<file path="config.mk">
export PLATFORM = sky130hd
export DESIGN_NAME = gpu_bus_master
export DESIGN_NICKNAME = d
export VERILOG_FILES = /design/src/rtl/gpu_bus_pkg.sv /design/src/rtl/gpu_instr_fifo.sv /design/src/rtl/gpu_bus_master.sv
export SDC_FILE = /design/constraint.sdc
export NUM_CORES = 1
export LEC_CHECK = 0
export CAP_MARGIN = 10
export CORE_MARGIN = 5
export CORE_UTILIZATION = 41
export DETAILED_ROUTE_END_ITERATION = 7
export GPL_ROUTABILITY_DRIVEN = 0
export PLACE_DENSITY = 0.6
export SYNTH_ARGS = -nofsm -noshare
export SYNTH_HDL_FRONTEND = slang
export SYNTH_SLANG_ARGS = --single-unit
</file>
<file path="constraint.sdc">
create_clock -name i_clk -period 2.55 [get_ports i_clk]
set_input_delay 0.255 -clock i_clk [delete_from_list [all_inputs] [get_ports i_clk]]
set_output_delay 0.255 -clock i_clk [all_outputs]
set_load 0.05 [all_outputs]
</file>
<file path="src/rtl/gpu_bus_pkg.sv">
// gpu_bus_pkg: shared widths and FSM encoding for the GPU 8-bit command bus
package gpu_bus_pkg;
  localparam int BYTES_PER_INSTR = 4;
  localparam int BUS_W = 8;
  localparam int INSTR_W = 32;
  typedef enum logic [1:0] {
    ST_IDLE = 2'd0,
    ST_SEND = 2'd1,
    ST_GAP  = 2'd2
  } state_t;
endpackage

</file>
<file path="src/rtl/gpu_instr_fifo.sv">
// gpu_instr_fifo: synchronous first-word-fall-through FIFO with active-low flush
module gpu_instr_fifo #(
  parameter int DEPTH = 4,
  parameter int W = 32
) (
  input  logic                     i_clk,
  input  logic                     i_rst_n,
  input  logic                     i_push,
  input  logic [W-1:0]             i_data,
  input  logic                     i_pop,
  output logic [W-1:0]             o_head,
  output logic                     o_full,
  output logic                     o_empty,
  output logic [$clog2(DEPTH):0]   o_count
);
  localparam int AW = $clog2(DEPTH);
  logic [W-1:0] mem [DEPTH];
  logic [AW-1:0] wr_q, rd_q;
  logic do_push, do_pop;
  assign o_full = o_count == (AW+1)'(DEPTH);
  assign o_empty = o_count == '0;
  assign do_push = i_push && !o_full;
  assign do_pop = i_pop && !o_empty;
  assign o_head = mem[rd_q];
  always_ff @(posedge i_clk) begin
    if (!i_rst_n) begin
      wr_q <= '0;
      rd_q <= '0;
      o_count <= '0;
    end else begin
      if (do_push) wr_q <= wr_q + AW'(1);
      if (do_pop) rd_q <= rd_q + AW'(1);
      o_count <= o_count + (AW+1)'(do_push) - (AW+1)'(do_pop);
    end
  end
  always_ff @(posedge i_clk) begin
    if (do_push) mem[wr_q] <= i_data;
  end
endmodule

</file>
<file path="src/rtl/gpu_bus_master.sv">
// gpu_bus_master: queues 32-bit GPU instructions and writes each as 4 acked bytes, MSB first
module gpu_bus_master
  import gpu_bus_pkg::*;
#(
  parameter int FIFO_DEPTH = 4,
  parameter int ACK_TIMEOUT = 255
) (
  input  logic               i_clk,
  input  logic               i_rst_n,
  input  logic [INSTR_W-1:0] i_instr,
  input  logic               i_instr_valid,
  output logic               o_instr_ready,
  output logic               o_en,
  output logic               o_we,
  output logic [BUS_W-1:0]   o_data,
  input  logic               i_ack,
  input  logic               i_busy,
  output logic               o_idle,
  output logic               o_timeout
);
  localparam int TW = $clog2(ACK_TIMEOUT + 1);
  state_t state_q, state_d;
  logic [INSTR_W-1:0] head, shift_q, shift_d;
  logic [2:0] idx_q, idx_d;
  logic [TW-1:0] timer_q, timer_d;
  logic [BUS_W-1:0] data_d;
  logic en_d, timeout_d, full, empty, pop, hit, last;
  logic [$clog2(FIFO_DEPTH):0] count;
  gpu_instr_fifo #(.DEPTH(FIFO_DEPTH), .W(INSTR_W)) u_fifo (
    .i_clk(i_clk),
    .i_rst_n(i_rst_n),
    .i_push(i_instr_valid),
    .i_data(i_instr),
    .i_pop(pop),
    .o_head(head),
    .o_full(full),
    .o_empty(empty),
    .o_count(count)
  );
  assign o_instr_ready = !full;
  assign o_idle = empty && state_q == ST_IDLE;
  assign pop = state_q == ST_IDLE && !empty && !i_busy;
  assign hit = timer_q == TW'(ACK_TIMEOUT - 1);
  assign last = idx_q == 3'(BYTES_PER_INSTR);
  always_ff @(posedge i_clk) begin
    if (!i_rst_n) state_q <= ST_IDLE;
    else state_q <= state_d;
  end
  always_comb begin
    state_d = state_q;
    case (state_q)
      ST_IDLE: state_d = pop ? ST_SEND : ST_IDLE;
      ST_SEND: state_d = (i_ack || hit) ? ST_GAP : ST_SEND;
      ST_GAP:  state_d = i_ack ? ST_GAP : (last ? ST_IDLE : ST_SEND);
      default: state_d = ST_IDLE;
    endcase
  end
  // Next values of the registered bus outputs and datapath
  always_comb begin
    en_d = o_en;
    data_d = o_data;
    timeout_d = 1'b0;
    shift_d = shift_q;
    idx_d = idx_q;
    timer_d = timer_q;
    case (state_q)
      ST_IDLE: if (pop) begin
        en_d = 1'b1;
        data_d = head[INSTR_W-1 -: BUS_W];
        shift_d = head;
        idx_d = '0;
        timer_d = '0;
      end
      ST_SEND: if (i_ack) begin
        en_d = 1'b0;
        shift_d = shift_q << BUS_W;
        idx_d = idx_q + 3'd1;
      end else begin
        timer_d = timer_q + TW'(1);
        if (hit) begin
          en_d = 1'b0;
          timeout_d = 1'b1;
          idx_d = 3'(BYTES_PER_INSTR);
        end
      end
      ST_GAP: if (!i_ack && !last) begin
        en_d = 1'b1;
        data_d = shift_q[INSTR_W-1 -: BUS_W];
        timer_d = '0;
      end
      default: en_d = 1'b0;
    endcase
  end
  always_ff @(posedge i_clk) begin
    if (!i_rst_n) begin
      o_en <= 1'b0;
      o_we <= 1'b0;
      o_data <= '0;
      o_timeout <= 1'b0;
      shift_q <= '0;
      idx_q <= '0;
      timer_q <= '0;
    end else begin
      o_en <= en_d;
      o_we <= en_d;
      o_data <= data_d;
      o_timeout <= timeout_d;
      shift_q <= shift_d;
      idx_q <= idx_d;
      timer_q <= timer_d;
    end
  end
endmodule
</file>
* After elaboration in Yosys (flattened, before gate mapping)
Memories as Yosys holds them, arrays and structs flattened. A register that Yosys moved wholly into a read port is not among the register bits.
Cells that the tools add are included.
W data, S select, Z words.
** Storage, ports and cells
- Memories :: 1
- Logic and storage cells :: 81
- Flip-flop bits (word level) :: 62
- Bits in writable memories :: 128
** Memory list
- u_fifo.mem :: words 4, bits a word 32, read ports 1, clocked after Yosys merged registers in 1, wr ports 1, line gpu_instr_fifo.sv:17 : logic [W-1:0] mem [DEPTH];
** Cells by class
- Reductions and logical operators :: 23
- Eq/ne operators :: 10
- Bitwise gates (word level) :: 2
- Muxes and demuxes :: 29
- Add/subtract/negate cells :: 6
** Operators with widths (count)
- $mux W32 :: 2
- $pmux W32 S2 :: 1
- $mux W8 :: 5
- $pmux W8 S3 :: 1
- $pmux W8 S2 :: 1
- $reduce_and A3 Y1 :: 4
- $mux W1 :: 9
- $mux W3 :: 3
- $add A8 B1 Y8 const B :: 1
- $eq A8 B8 Y1 const B :: 1
- $mux W2 :: 4
- $ne A2 B2 Y1 const B :: 4
- $eq A3 B3 Y1 const B :: 2
- $logic_and A1 B1 Y1 :: 6
- $pmux W2 S3 :: 1
- $pmux W3 S2 :: 1
- $logic_not A1 Y1 :: 5
- $add A2 B1 Y2 const B :: 2
- $reduce_and A4 Y1 :: 1
- $reduce_bool A2 Y1 :: 2
- $add A3 B1 Y3 :: 1
- $add A3 B1 Y3 const B :: 1
- $logic_not A3 Y1 :: 1
- $ne A3 B3 Y1 const B :: 1
- other kinds (9) :: 10

* Depth between registers and ports, before layout
Gate-level depths: netlist of the first run.
- Depth in word-level cells :: 7
- Mapped depth :: 10
- Depth with buffers taken out :: 9

* Cells and area by module
Synthesis of the first run repeated with hierarchy kept, for this count alone.
** Unflattened totals
- Cell total of the unflattened synthesis :: 520
- Area, all modules :: 7848.8 um2
** By module, submodules not included
- gpu_instr_fifo :: cells each 218, seq. area each 4023.9 um2, area an instance 5143.7 um2, instances 1
- gpu_bus_master :: cells each 302, seq. area each 1101.1 um2, area an instance 2705.1 um2, instances 1

* Worst setup path after synthesis of the first run
Ideal clock, no wire load.
- Path type :: reg2reg
- Start point :: reg u_fifo.o_count[1]
- End point :: reg u_fifo.o_count[2]
- Arrival :: 2.061 ns
- Clock period less this slack :: 2.188 ns
- Stages on the path, launching flop included :: 10
- Slack :: 0.362 ns
- Library setup time :: 0.128 ns
- Cell sequence :: dfxtp_1 -> or3_1 -> nand2_1 -> inv_2 -> ha_1 -> inv_1 -> ha_1 -> fa_1 -> xnor2_1 -> nor2_1
** Between the ends
- Cells in the longest elaborated chain, start to end :: 6
- Elaborated cells on any way between the ends :: 10
- Those cells by class :: add/sub (2); eq/ne (1); reduce/logical (7)
** RTL lines
- start, declared :: line gpu_instr_fifo.sv:14 : output logic [$clog2(DEPTH):0] o_count
- start signal, assigned :: line gpu_instr_fifo.sv:33 : o_count <= o_count + (AW+1)'(do_push) - (AW+1)'(do_pop);
- $logic_not A3 Y1 (*) :: line gpu_instr_fifo.sv:21 : assign o_empty = o_count == '0;
- $logic_not A1 Y1 (*) :: line gpu_instr_fifo.sv:23, gpu_bus_master.sv:42
- $logic_and A1 B1 Y1 (2 in a row) :: line gpu_bus_master.sv:42 : assign pop = state_q == ST_IDLE && !empty && !i_busy;
- $logic_and A1 B1 Y1 (*) :: line gpu_instr_fifo.sv:23 : assign do_pop = i_pop && !o_empty;
- net u_fifo.do_pop :: line gpu_instr_fifo.sv:19 : logic do_push, do_pop;
- $sub A3 B1 Y3 (*) :: line gpu_instr_fifo.sv:33
Mark *: on every way through the listed nets, which the timed path passes. The rest lies on a longest branch.
A chain may end at the register's enable or synchronous reset.

* Worst setup path in the final report of the first run
Ends and elaborated chain as after synthesis.

==> results of run 1 <==
cells in the mapped netlist, drive strengths merged, types with 2 or more instances:
| cell | count | share of area, % |
|---|---|---|
| o22ai | 2 | 0.35 |
| a21oi | 46 | 3.0 |
| a31oi | 6 | 0.50 |
| inv | 14 | 0.69 |
| buf | 20 | 1.5 |
| o21ai | 37 | 2.5 |
| nand2 | 19 | 0.94 |
| or3 | 3 | 0.25 |
| nand2b | 2 | 0.17 |
| nor2b | 2 | 0.17 |
| clkbuf | 12 | 0.61 |
| o211ai | 10 | 0.99 |
| ha | 10 | 1.7 |
| nand3 | 14 | 0.93 |
| or4 | 3 | 0.30 |
| a211oi | 3 | 0.30 |
| and2 | 6 | 0.50 |
| xnor2 | 4 | 0.46 |
| a21o | 2 | 0.20 |
| mux2i | 33 | 4.4 |
| nor2 | 11 | 0.55 |
| mux4 | 32 | 9.5 |
| nor3 | 5 | 0.33 |
| edfxtp | 128 | 51 |
| dfxtp | 64 | 17 |
report_power, final:
part           total (mW)  internal [mW]  switching [mW]
clock                2.61           1.48            1.13
sequential           4.14           3.85           0.288
combinational        2.54           1.15            1.40
cell families after synthesis:
family	after synthesis	share of synthesized area, %
buffers and inverters	46	2.82
and+or+nand+nor	69	4.49
adders and majority gates	11	1.92
xor gates and xnor gates	5	0.578
DFF	192	67.7
AOI/OAI and AO/OA	113	8.64
muxes	65	13.9
layout make-up:
cell class / instances / area, sq um / share of cell area (%)
tap: 229 / 287 / 3.17
clock inverter: 12 / 134 / 1.48
sequential: 192 / 5130 / 56.7
timing repair buffer: 72 / 753 / 8.33
clock buffer: 20 / 447 / 4.94
multi-input combinational: 263 / 2240 / 24.8
inverter: 14 / 52.6 / 0.581
path summary, 6_finish.rpt:
kind	slack (ps)	from	end
setup / recovery	410	u_fifo.o_count[1]	u_fifo.o_count[2]
hold / removal	460	i_instr[3]	u_fifo.mem[1][3]
setup reg to reg	410	u_fifo.o_count[1]	u_fifo.o_count[2]
hold reg to reg	470	shift_q[2]	shift_q[2]
registers in the layout, summed over array words and instances (netlist names), named ones only:
register / flops
shift_q: 32
timer_q: 8
u_fifo.wr_q: 2
u_fifo.rd_q: 2
o_timeout: 1
idx_q: 3
o_we: 1
u_fifo.o_count: 3
o_data: 8
u_fifo.mem: 128
state_q: 2
layer usage:
layer	part of all wire (%)	wire, um
met3	4.6	685
met2	49	7360
met1	44	6620
met5	0	0
met4	1.9	279
critical path: cells and delay by family (launching register included):
family                     cells  cell delay (ps)
xor gates and xnor gates       1              160
DFF                            1              360
buffers and inverters          2               80
and+or+nand+nor                3              600
adders and majority gates      3              820
what timing repair did:
item,in CTS,in global routing
hold buffers,0,0
setup endpoints to repair,0,1
resized for setup,0,1
metrics by stage:
step	area [sq um]	hold WS, ps
after global routing	9040	451
after CTS	9040	443
after global placement	8460	460
after floorplan	7570	354
after detailed placement	8460	465
final	9040	457
cell usage in the layout, fill, tap and decap left out, types with 4 or more instances in the layout:
cell,count
edfxtp_1,128
dfxtp_1,63
clkdlybuf4s50_1,48
a21oi_1,46
o21ai_1,35
mux2i_1,33
mux4_2,32
nand2_1,19
clkbuf_16,17
buf_4,16
nand3_1,14
inv_1,12
nor2_1,11
o211ai_1,10
ha_1,10
buf_12,7
and2_1,6
a31oi_1,6
nor3_1,5
xnor2_1,4
==> results, run 1 <==
- The flow ran to the end, and the final reports show no timing, DRC or antenna violations.
- During I/O placement, the number of pins put on the boundary was 50.
- After legalization and detailed placement, the total HPWL measured between 9 and 10 mm.
- Counting flops with a built-in enable in the synthesized netlist gives 128.
- The critical path class is reg -> reg.
- The clock-pin slew on the worst setup and hold paths is about 70 ps.
- The number of global-route vias before repair was 4,457.
- The maximum clock frequency is 467 MHz.
- In this run the worst path has a maximum fanout of 5.
- The first global-routing pass estimated around 24 mm of wire.
- The largest single stage delay on the critical path is about 430 ps.
- The hold violation count in the final report came to 0.
- Once the clock tree was built, the setup fixing pass inserted 0 buffers.
- After synthesis the netlist holds a flip-flop and latch count of between 150 and 200.
- In this run, the number of DRC markers left after iteration 0 of detailed routing was slightly below 400.
- The final layout contains routed wiring with a total length of ~15 mm.
- Counting instances, the worst hold path has a depth of 1.
- Global routing used about a quarter of the available met2 tracks.
- For this run, the number of standard cells in the final layout without fillers is between 800 and 900.
- The clock skew is 14.9 ps.
- Including well taps, the total number of placed cells is 770.
- The first detailed-routing pass took 4 iterations.
- The Yosys step of the flow raised 0 warnings.
- Dividing the detail-routed wire length by the instance count gives 18.6 um.
- CTS built an H-tree with a depth of 4.
- The global-route usage over all layers is between 10% and 20%.
- The insertion delay to the later sink of the worst-skew pair is ~430 ps.
- The TritonCTS buffer count is 17.
- The worst-case IR drop observed on VDD is 0.000706 V.
- The net count of the mapped netlist is between 500 and 600.
- The post-route fraction of the period consumed by the critical path is 84.0%.
- The power per cell area is a little over 1000 nW/um^2.
- The initial utilization of the core area, before any placement, comes to 41.9%.
- From left edge to right edge, the die measures about 150 um.
- The total overflow left after global routing is 0.
- The clock tree root buffer cell is clkbuf_16.
- The relative max-transition margin is between 50% and 60%.
- Across all setup checks in the final design, the least slack found is approximately 400 ps.
- The most used flip-flop cell after synthesis is edfxtp_1.
- The total power after layout is 9.30 mW.
- The type of the tightest min-delay check is in -> reg.
- 0 antenna diodes ended up in the layout.
- Fill cells in the final layout number ~1,500.
- The via count of the routed design is roughly 4,300.
- In this run the cell area of the synthesized design comes to 7570 sq um.
- The distinct cell type count after synthesis is 46.
- The met1 layer usage reported by global route is between 10% and 20%.
- In this run the static leakage power is 3.19 nW.
- The cell row count is about 50.
- The signal on the critical path passes through or3_1, nand2_1, inv_2, ha_1, inv_1, ha_1, fa_1, xnor2_1, nor2_1.
- At the pin with the least slew margin, the transition time is 666 ps.
- The share of synthesized flip-flops with an asynchronous set or reset is 0%.
- Counting cells, the worst reg-to-reg path comes to 9.
- The worst path in the final design needs a cycle of around 2100 ps, including I/O delays and setup.
- Counting every sink on the clock net gives about 190.
- Counting stages on the worst path, the most repeated cell is ha_1.
- STA classifies the critical path startpoint as a register.
- Of the cells placed in the final design, the portion with a size suffix greater than 1 is between 10% and 20%.
- The global routing stage identified its most utilized layer as met2.
- The clock passes through at most 2 buffers.
- The count of pins over their slew limit is 0.
- The kind of end point of the critical path is a register.
- The instance count of the mapped netlist is 501.
- At the worst endpoint, the required time is 2850 ps.
- The number of antenna violations at the first check in global routing is 0.
- TritonCTS built the clock tree.
- Setup violations remaining at the end of the flow were counted as 0.
- The die footprint is ~21,000 sq um.
- Entering global routing, the biggest net connects 50 pins.
- Using the TritonRoute via totals, the vias-per-cell ratio works out to between 5 and 6.
- Port buffering added just under 50 buffers.
- In this run the standard cell core region covers roughly 18,000 sq um.
- The final core utilization is between 40% and 50%.
- After synthesis, flip-flops and latches occupy 67.7% of the total area.
- The area growth from synthesis to layout is 19.4%.
- The detail route stage leaves a number of antenna-violating nets equal to 0.
- In the routed design, unresolved DRC markers number 0.
- The vertical extent of the die is ~150 um.
- The net count of the finished layout is 608.
- Setup total negative slack on the finished layout was measured at 0 ps.
- The minimum setup slack after placement is 334 ps.
- The number of max-capacitance violations reported is 0.
- Setup repair after global routing left no endpoint under its margin.
- The fraction of met3 tracks used by global routing is under 10%.
- A synthesized cell averages about 15 sq um.
- The worst-path cell with the longest stage delay is or3_1.
- The data arrival time of the critical path is approximately 2400 ps.
Power figures use the tool's default switching activity.
==> inputs of run 2 (changes only) <==
==> constraint.sdc (replaced) <==
create_clock -name i_clk -period 2.1 [get_ports i_clk]
set_input_delay 0.21 -clock i_clk [delete_from_list [all_inputs] [get_ports i_clk]]
set_output_delay 0.21 -clock i_clk [all_outputs]
set_load 0.05 [all_outputs]
==> results, run 2 (synthesized netlist as in run 1, its figures left out) <==
- The most used routing layer in global routing is met2.
- The cell row count is 49 (unchanged).
- The power per cell area is 1230 nW/um^2 (+20%).
- Setup repair after global routing left no endpoint under its margin.
- The worst reg-to-reg path cell count was 8 (-1).
- The internal power is 7.76 mW (+20%).
- The number of max-capacitance violations reported is 0 (unchanged).
- The flip-flop count of the largest register after layout is 128 (unchanged).
- The biggest fanout along the worst timing path is 3 (-2).
- The final critical-path required period is 2020 ps (-127 ps).
- The largest registers in the layout are u_fifo.mem: 128 flops, shift_q: 32 flops.
- The insertion delay to the later sink of the worst-skew pair is 420 ps (about the same).
- The final hold slack is 413 ps (-44.3 ps).
- The first-pass GRT wire length is 23.8 mm (-2.1%).
- The die span in x is 146 um (unchanged).
- The vertical extent of the die came to 146 um (unchanged).
- The number of iterations in the first detailed-routing pass is 5 (+1).
- The slack of the worst reg-to-reg path is 80 ps (-320 ps).
- The type of the tightest min-delay check is in -> reg.
- The largest vdd supply drop is 0.000766 V (+8.4%).
- The count of antenna-violating nets left after detailed routing is 0 (unchanged).
- The met2 usage is 23.6% (-0.79 points).
- The die footprint is 21,300 sq um (unchanged).
- The DRC violation count after routing is 0 (unchanged).
- The fraction of met3 tracks used by global routing came to 3.77% (-0.40 points).
- The via count of the routed design was 4,335 (+1.9%).
- The DRC marker count from the first detailed-route iteration is 300 (-23%).
- The clock-pin slew on the worst setup and hold paths came to 70 ps (about the same).
- The total of endpoints with negative setup slack in the final report was 0 (unchanged).
- The switching power is 3.43 mW (+22%).
- The source of the critical timing path is u_fifo.o_count[0].
- The data arrival time of the critical path came to 2390 ps (-50 ps).
- The net count reported at finish is 614 (+0.99%).
- The kind of end point of the critical path is a register.
- The global-route usage over all layers is 14.4% (-0.20 points).
- The number of antenna diodes was 0 (unchanged).
- The number of vias per cell is 5.37 (+1.2%).
- Ranked by flip-flop count, first place goes to u_fifo.mem.
- The fraction of power consumed by combinational cells is 28.9% (+1.5 points).
- The portion of total power attributed to sequential cells came to 44.2% (-0.3 points).
- The number of buffer cells added on primary ports is 49 (unchanged).
- The number of primary I/O pins is 50 (unchanged).
- The root buffer cell chosen for the clock tree is clkbuf_16.
- The clock net sink count was 192 (unchanged).
- The relative max-transition margin is 59.1% (+3.5 points).
- The area of the core region is 18,100 sq um (unchanged).
- The maximum clock frequency was 496 MHz (+6.3%).
- The half-perimeter wire length after detailed placement is 9.46 mm (+0.50%).
- The worst hold path depth is 1 (unchanged).
- The transition at the pin with the smallest max-transition slack was 614 ps (-52.1 ps).
- The area growth from synthesis to layout is 19.8%.
- The total congestion overflow is 0 (unchanged).
- The pin count of the biggest net entering global routing is 50 (unchanged).
- The number of antenna violations at the first check in global routing is 0 (unchanged).
- The data required time of the critical path came to 2470 ps (-380 ps).
- The share of final-layout standard cells stronger than drive strength 1 is 17.5% (+2.1 points).
- The average routed wire per standard cell is 18.5 um (-0.64%).
- The number of global-route vias before repair was 4,434 (-0.52%).
- The clock skew is 4.80 ps (-10.1 ps).
- The count of pins over their slew limit came to 0 (unchanged).
- The number of fillers in the final layout was 1,517 (+0.53%).
- The startpoint of the most critical register-to-register path is u_fifo.o_count[0].
- The sum of routed wire length over all layers is 14.9 mm (about the same).
- The post-route fraction of the period consumed by the critical path came to 96.0% (+12 points).
- The number of buffers between clock root and the deepest sink is 2 (unchanged).
- The critical path is of the reg -> reg type.
- The switching share of power is 30.7% (+0.32 points).
- The met1 layer usage reported by global route is 19.0% (+0.024 points).
- The most common library cell in the layout ignoring fill and taps is edfxtp_1.
- The number of cells after detailed placement is 776 (+0.78%).
- The run finished with clean final reports.
- Leaving out fill and tap cells, the most frequent cells in the layout are edfxtp_1, dfxtp_1, clkdlybuf4s50_1, a21oi_1, o21ai_1.
- The H-tree depth was 4 (unchanged).
- TritonCTS built the clock tree.
- The initial core utilization was 41.9% (unchanged).
- The TritonCTS buffer count is 17 (unchanged).
- The fraction of power consumed by the clock network is 26.9% (-1.2 points).
- The leakage power figure came to 3.20 nW (+0.34%).
- The filler-free cell count of the finished design was 807 (+0.62%).
- The hold violation count in the final report is 0 (unchanged).
- STA classifies the critical path startpoint as a register.
- The most critical setup path has its endpoint at u_fifo.o_count[1].
- The smallest setup slack after layout is 83.9 ps (-323 ps).
- The endpoint of the most critical register-to-register path is u_fifo.o_count[1].
- The minimum setup slack after placement came to -142 ps (-476 ps).
run 2: how the worst min path moves through the flow:
stage                    start                to
global placement          o_we              o_we
floorplan           i_instr[0]  u_fifo.mem[0][0]
detailed placement        o_we              o_we
CTS                 i_instr[4]  u_fifo.mem[2][4]
finish              i_instr[4]  u_fifo.mem[0][4]
global route        i_instr[2]  u_fifo.mem[3][2]
run 2: repair_timing:
action	CTS	global route
resized for setup	0	6
hold buffers	0	0
setup buffers	0	0
setup endpoints to repair	0	3
run 2: power by group through the flow:
| stage | Combinational [mW] | Sequential (mW) | Clock (mW) |
|---|---|---|---|
| floorplan | 2.02 | 5.17 | 0 |
| global placement | 3.18 | 5.00 | 0 |
| detailed placement | 3.25 | 5.03 | 0 |
| CTS | 3.27 | 4.95 | 3.09 |
| global route | 3.53 | 5.01 | 3.24 |
| finish | 3.23 | 4.95 | 3.01 |
run 2: cell type report:
class / count / area [sq um] / share of cell area, %
sequential: 192 / 5130 / 56.5
multi-input combinational: 263 / 2270 / 25.0
timing repair buffer: 78 / 796 / 8.77
clock buffer: 19 / 433 / 4.77
tap: 229 / 287 / 3.16
clock inverter: 12 / 110 / 1.21
inverter: 14 / 52.6 / 0.579
run 2: metal layers:
layer	share of wire [%]	routed length, um
met2	50	7400
met5	0	0
met1	44	6580
met3	5.4	800
met4	1.1	162
run 2: critical path, cell delays in order (launching register included):
cell and delay, ps:
dfxtp_2 320, or3_4 400, nand2_2 90, inv_2 50, ha_4 250, inv_1 40
ha_2 170, fa_2 520, and2_1 110
run 2: per-stage QoR:
stage	util (%)	TNS, ps	instance area (sq um)	power, mW
2_1_floorplan	-	-5.30	7580	7.18
3_3_place_gp	47.0	-100	8510	8.18
3_5_place_dp	47.0	-247	8510	8.29
4_1_cts	50.0	0	9050	11.3
5_1_grt	50.2	0	9070	11.8
6_report	50.2	0	9070	11.2
==> inputs of run 3 (changes only) <==
--- a/config.mk
+++ b/config.mk
@@ -7,10 +7,10 @@
 export LEC_CHECK = 0
 export CAP_MARGIN = 10
 export CORE_MARGIN = 5
-export CORE_UTILIZATION = 41
+export CORE_UTILIZATION = 45
 export DETAILED_ROUTE_END_ITERATION = 7
 export GPL_ROUTABILITY_DRIVEN = 0
-export PLACE_DENSITY = 0.6
+export PLACE_DENSITY = 0.64
 export SYNTH_ARGS = -nofsm -noshare
 export SYNTH_HDL_FRONTEND = slang
 export SYNTH_SLANG_ARGS = --single-unit
==> results, run 3 (synthesized netlist as in run 1, its figures left out) <==
- The number of max-capacitance violations reported is 0 (unchanged).
- The count of pins over their slew limit came to 0 (unchanged).
- The clock tree from TritonCTS is yes.
- The number of vias per cell is 5.40 (+0.48%).
- The maximum clock frequency came to 495 MHz (-0.25%).
- The number of fillers in the final layout came to 1,336 (-12%).
- The setup TNS is 0 ps (unchanged).
- The power per cell area is 1230 nW/um^2 (-0.33%).
- The worst setup path is launched from a register.
- The area of the core region is 16,500 sq um (-8.6%).
- The first-pass GRT wire length is 22.7 mm (-4.6%).
- The initial core utilization is 45.8% (+4.0 points).
- The most common library cell in the layout ignoring fill and taps is edfxtp_1.
- The total congestion overflow is 0 (unchanged).
- The DRC violation count after routing came to 0 (unchanged).
- The H-tree depth is 4 (unchanged).
- The via count of the routed design was 4,291 (-1.0%).
- The worst register-to-register path begins at u_fifo.o_count[0].
- The number of buffer cells added on primary ports came to 49 (unchanged).
- The path with the worst hold slack has its endpoint at u_fifo.mem[1][14].
- The count of antenna-violating nets left after detailed routing was 0 (unchanged).
- The data arrival time of the critical path is 2340 ps (-50 ps).
- The net count reported at finish came to 610 (-0.65%).
- The transition at the pin with the smallest max-transition slack is 575 ps (-38.8 ps).
- The total power after layout is 11.1 mW (-0.55%).
- The number of antenna diodes was 0 (unchanged).
- The number of cells after detailed placement is 763 (-1.7%).
- The minimum setup slack after placement is -104 ps (+37.7 ps).
- The clock skew is 9.13 ps (+4.34 ps).
- The number of antenna violations at the first check in global routing is 0 (unchanged).
- The post-route fraction of the period consumed by the critical path is 96.2% (+0.24 points).
- The number of iterations in the first detailed-routing pass is 5 (unchanged).
- The pin count of the biggest net entering global routing is 50 (unchanged).
- The smallest setup slack after layout is 78.9 ps (-5.00 ps).
- The launch instance of the worst min-delay path is i_instr[14].
- The average routed wire per standard cell is 17.6 um (-4.9%).
- The worst hold path depth is 1 (unchanged).
- The final critical-path required period is 2020 ps (+5.00 ps).
- The data required time of the critical path was 2420 ps (-50 ps).
- The type of the tightest min-delay check is in -> reg.
- The clock tree root buffer cell is clkbuf_16.
- The worst setup path is captured at a register.
- The vertical extent of the die is 140 um (-4.2%).
- The TritonCTS buffer count is 17 (unchanged).
- The count of cells resized by post-cts repair is 0 (unchanged).
- The filler-free cell count of the finished design is 795 (-1.5%).
- The layout-stage area growth over the synthesis result is 19.5%.
- The worst reg-to-reg path cell count is 8 (unchanged).
- The number of buffers between clock root and the deepest sink is 2 (unchanged).
- The number of global-route vias before repair came to 4,384 (-1.1%).
- The hold violation count in the final report came to 0 (unchanged).
- The largest registers in the layout are u_fifo.mem: 128 flops, shift_q: 32 flops.
- The number of hold buffers added after CTS is 0 (unchanged).
- The sum of routed wire length over all layers came to 14.0 mm (-6.4%).
- The cell row count was 47 (-4.1%).
- The slack of the worst reg-to-reg path was 80 ps (about the same).
- The share of final-layout standard cells stronger than drive strength 1 came to 17.0% (-0.43 points).
- The critical path class is reg -> reg.
- The number of primary I/O pins is 50 (unchanged).
- The insertion delay to the later sink of the worst-skew pair is 420 ps (about the same).
- The clock-pin slew on the worst setup and hold paths is 70 ps (about the same).
- The post-CTS setup buffer count was 0 (unchanged).
- The flip-flop count of the largest register after layout is 128 (unchanged).
- The largest vdd supply drop was 0.000747 V (-2.5%).
- The die span in x is 140 um (-4.2%).
- Setup repair after global routing left no endpoint under its margin.
- The global-route usage over all layers is 14.9% (+0.46 points).
- The final core utilization is 54.8% (+4.6 points).
- The flow ran to the end, and the final reports show no timing, DRC or antenna violations.
- The worst register-to-register path ends at u_fifo.o_count[1].
- The total of endpoints with negative setup slack in the final report is 0 (unchanged).
- The relative max-transition margin was 61.7% (+2.6 points).
- The most flop-heavy register is u_fifo.mem.
- The biggest fanout along the worst timing path is 4 (+1).
- The DRC marker count from the first detailed-route iteration is 259 (-14%).
- The leakage power figure is 3.18 nW (-0.64%).
- The die footprint came to 19,500 sq um (-8.3%).
- The clock net sink count is 192 (unchanged).
- Leaving out fill and tap cells, the most frequent cells in the layout are edfxtp_1, dfxtp_1, clkdlybuf4s50_1, a21oi_1, o21ai_1.
- The half-perimeter wire length after detailed placement is 8.82 mm (-6.7%).
-- run 3: cell count changes in the layout (fill, tap and decap cells not counted), sizes merged --
cell,delta
clkinvlp,+3
inv,-2
buf,-4
dlymetal6s2s,-1
clkbuf,+1
clkdlybuf4s50,+1
clkinv,-1
-- run 3: where the power goes --
group | leakage, nW | total [mW] | switching (mW) | internal, mW
combinational | 1.21 | 3.15 | 1.74 | 1.41
sequential | 1.70 | 4.95 | 0.266 | 4.68
clock | 0.263 | 3.02 | 1.35 | 1.67
-- run 3: critical path, cell delays in order (launching register included) --
cell,delay (ps)
dfxtp_2,330
or3_4,380
nand2_2,80
inv_2,40
ha_1,260
inv_1,50
ha_1,170
fa_2,440
and2_1,160
-- run 3: stage by stage --
step,hold slack [ps],area [sq um]
after floorplan,309,7580
after CTS,392,9050
final,410,9050
after detailed placement,456,8490
after global routing,394,9050
after global placement,456,8490
-- run 3: how the worst max path moves through the flow --
stage,from,endpoint,slack (ps),cells after the start
after CTS,u_fifo.o_count[1],o_instr_ready,40,4
after floorplan,u_fifo.o_count[1],u_fifo.o_count[2],-5,9
after detailed placement,i_busy,u_fifo.o_count[1],-100,9
final,u_fifo.o_count[0],u_fifo.o_count[1],80,8
after global placement,i_busy,u_fifo.o_count[1],-50,9
after global routing,u_fifo.o_count[0],u_fifo.o_count[1],1,8
-- run 3: routing by layer --
metal | GRT usage, % | share of wire [%] | vias to the layer above
met3 | 4.08 | 4.7 | 12
met2 | 24.6 | 50 | 97
met4 | 4.54 | 1.4 | 0
met5 | 0 | 0 | -
li1 | - | - | 2056
met1 | 19.4 | 43 | 2126
-- run 3: cell type report --
| cell class | instances | area, sq um | share of cell area, % |
|---|---|---|---|
| inverter | 14 | 52.6 | 0.580 |
| clock inverter | 12 | 110 | 1.22 |
| timing repair buffer | 74 | 788 | 8.71 |
| sequential | 192 | 5130 | 56.6 |
| multi-input combinational | 263 | 2250 | 24.9 |
| clock buffer | 20 | 447 | 4.93 |
| tap | 220 | 275 | 3.04 |
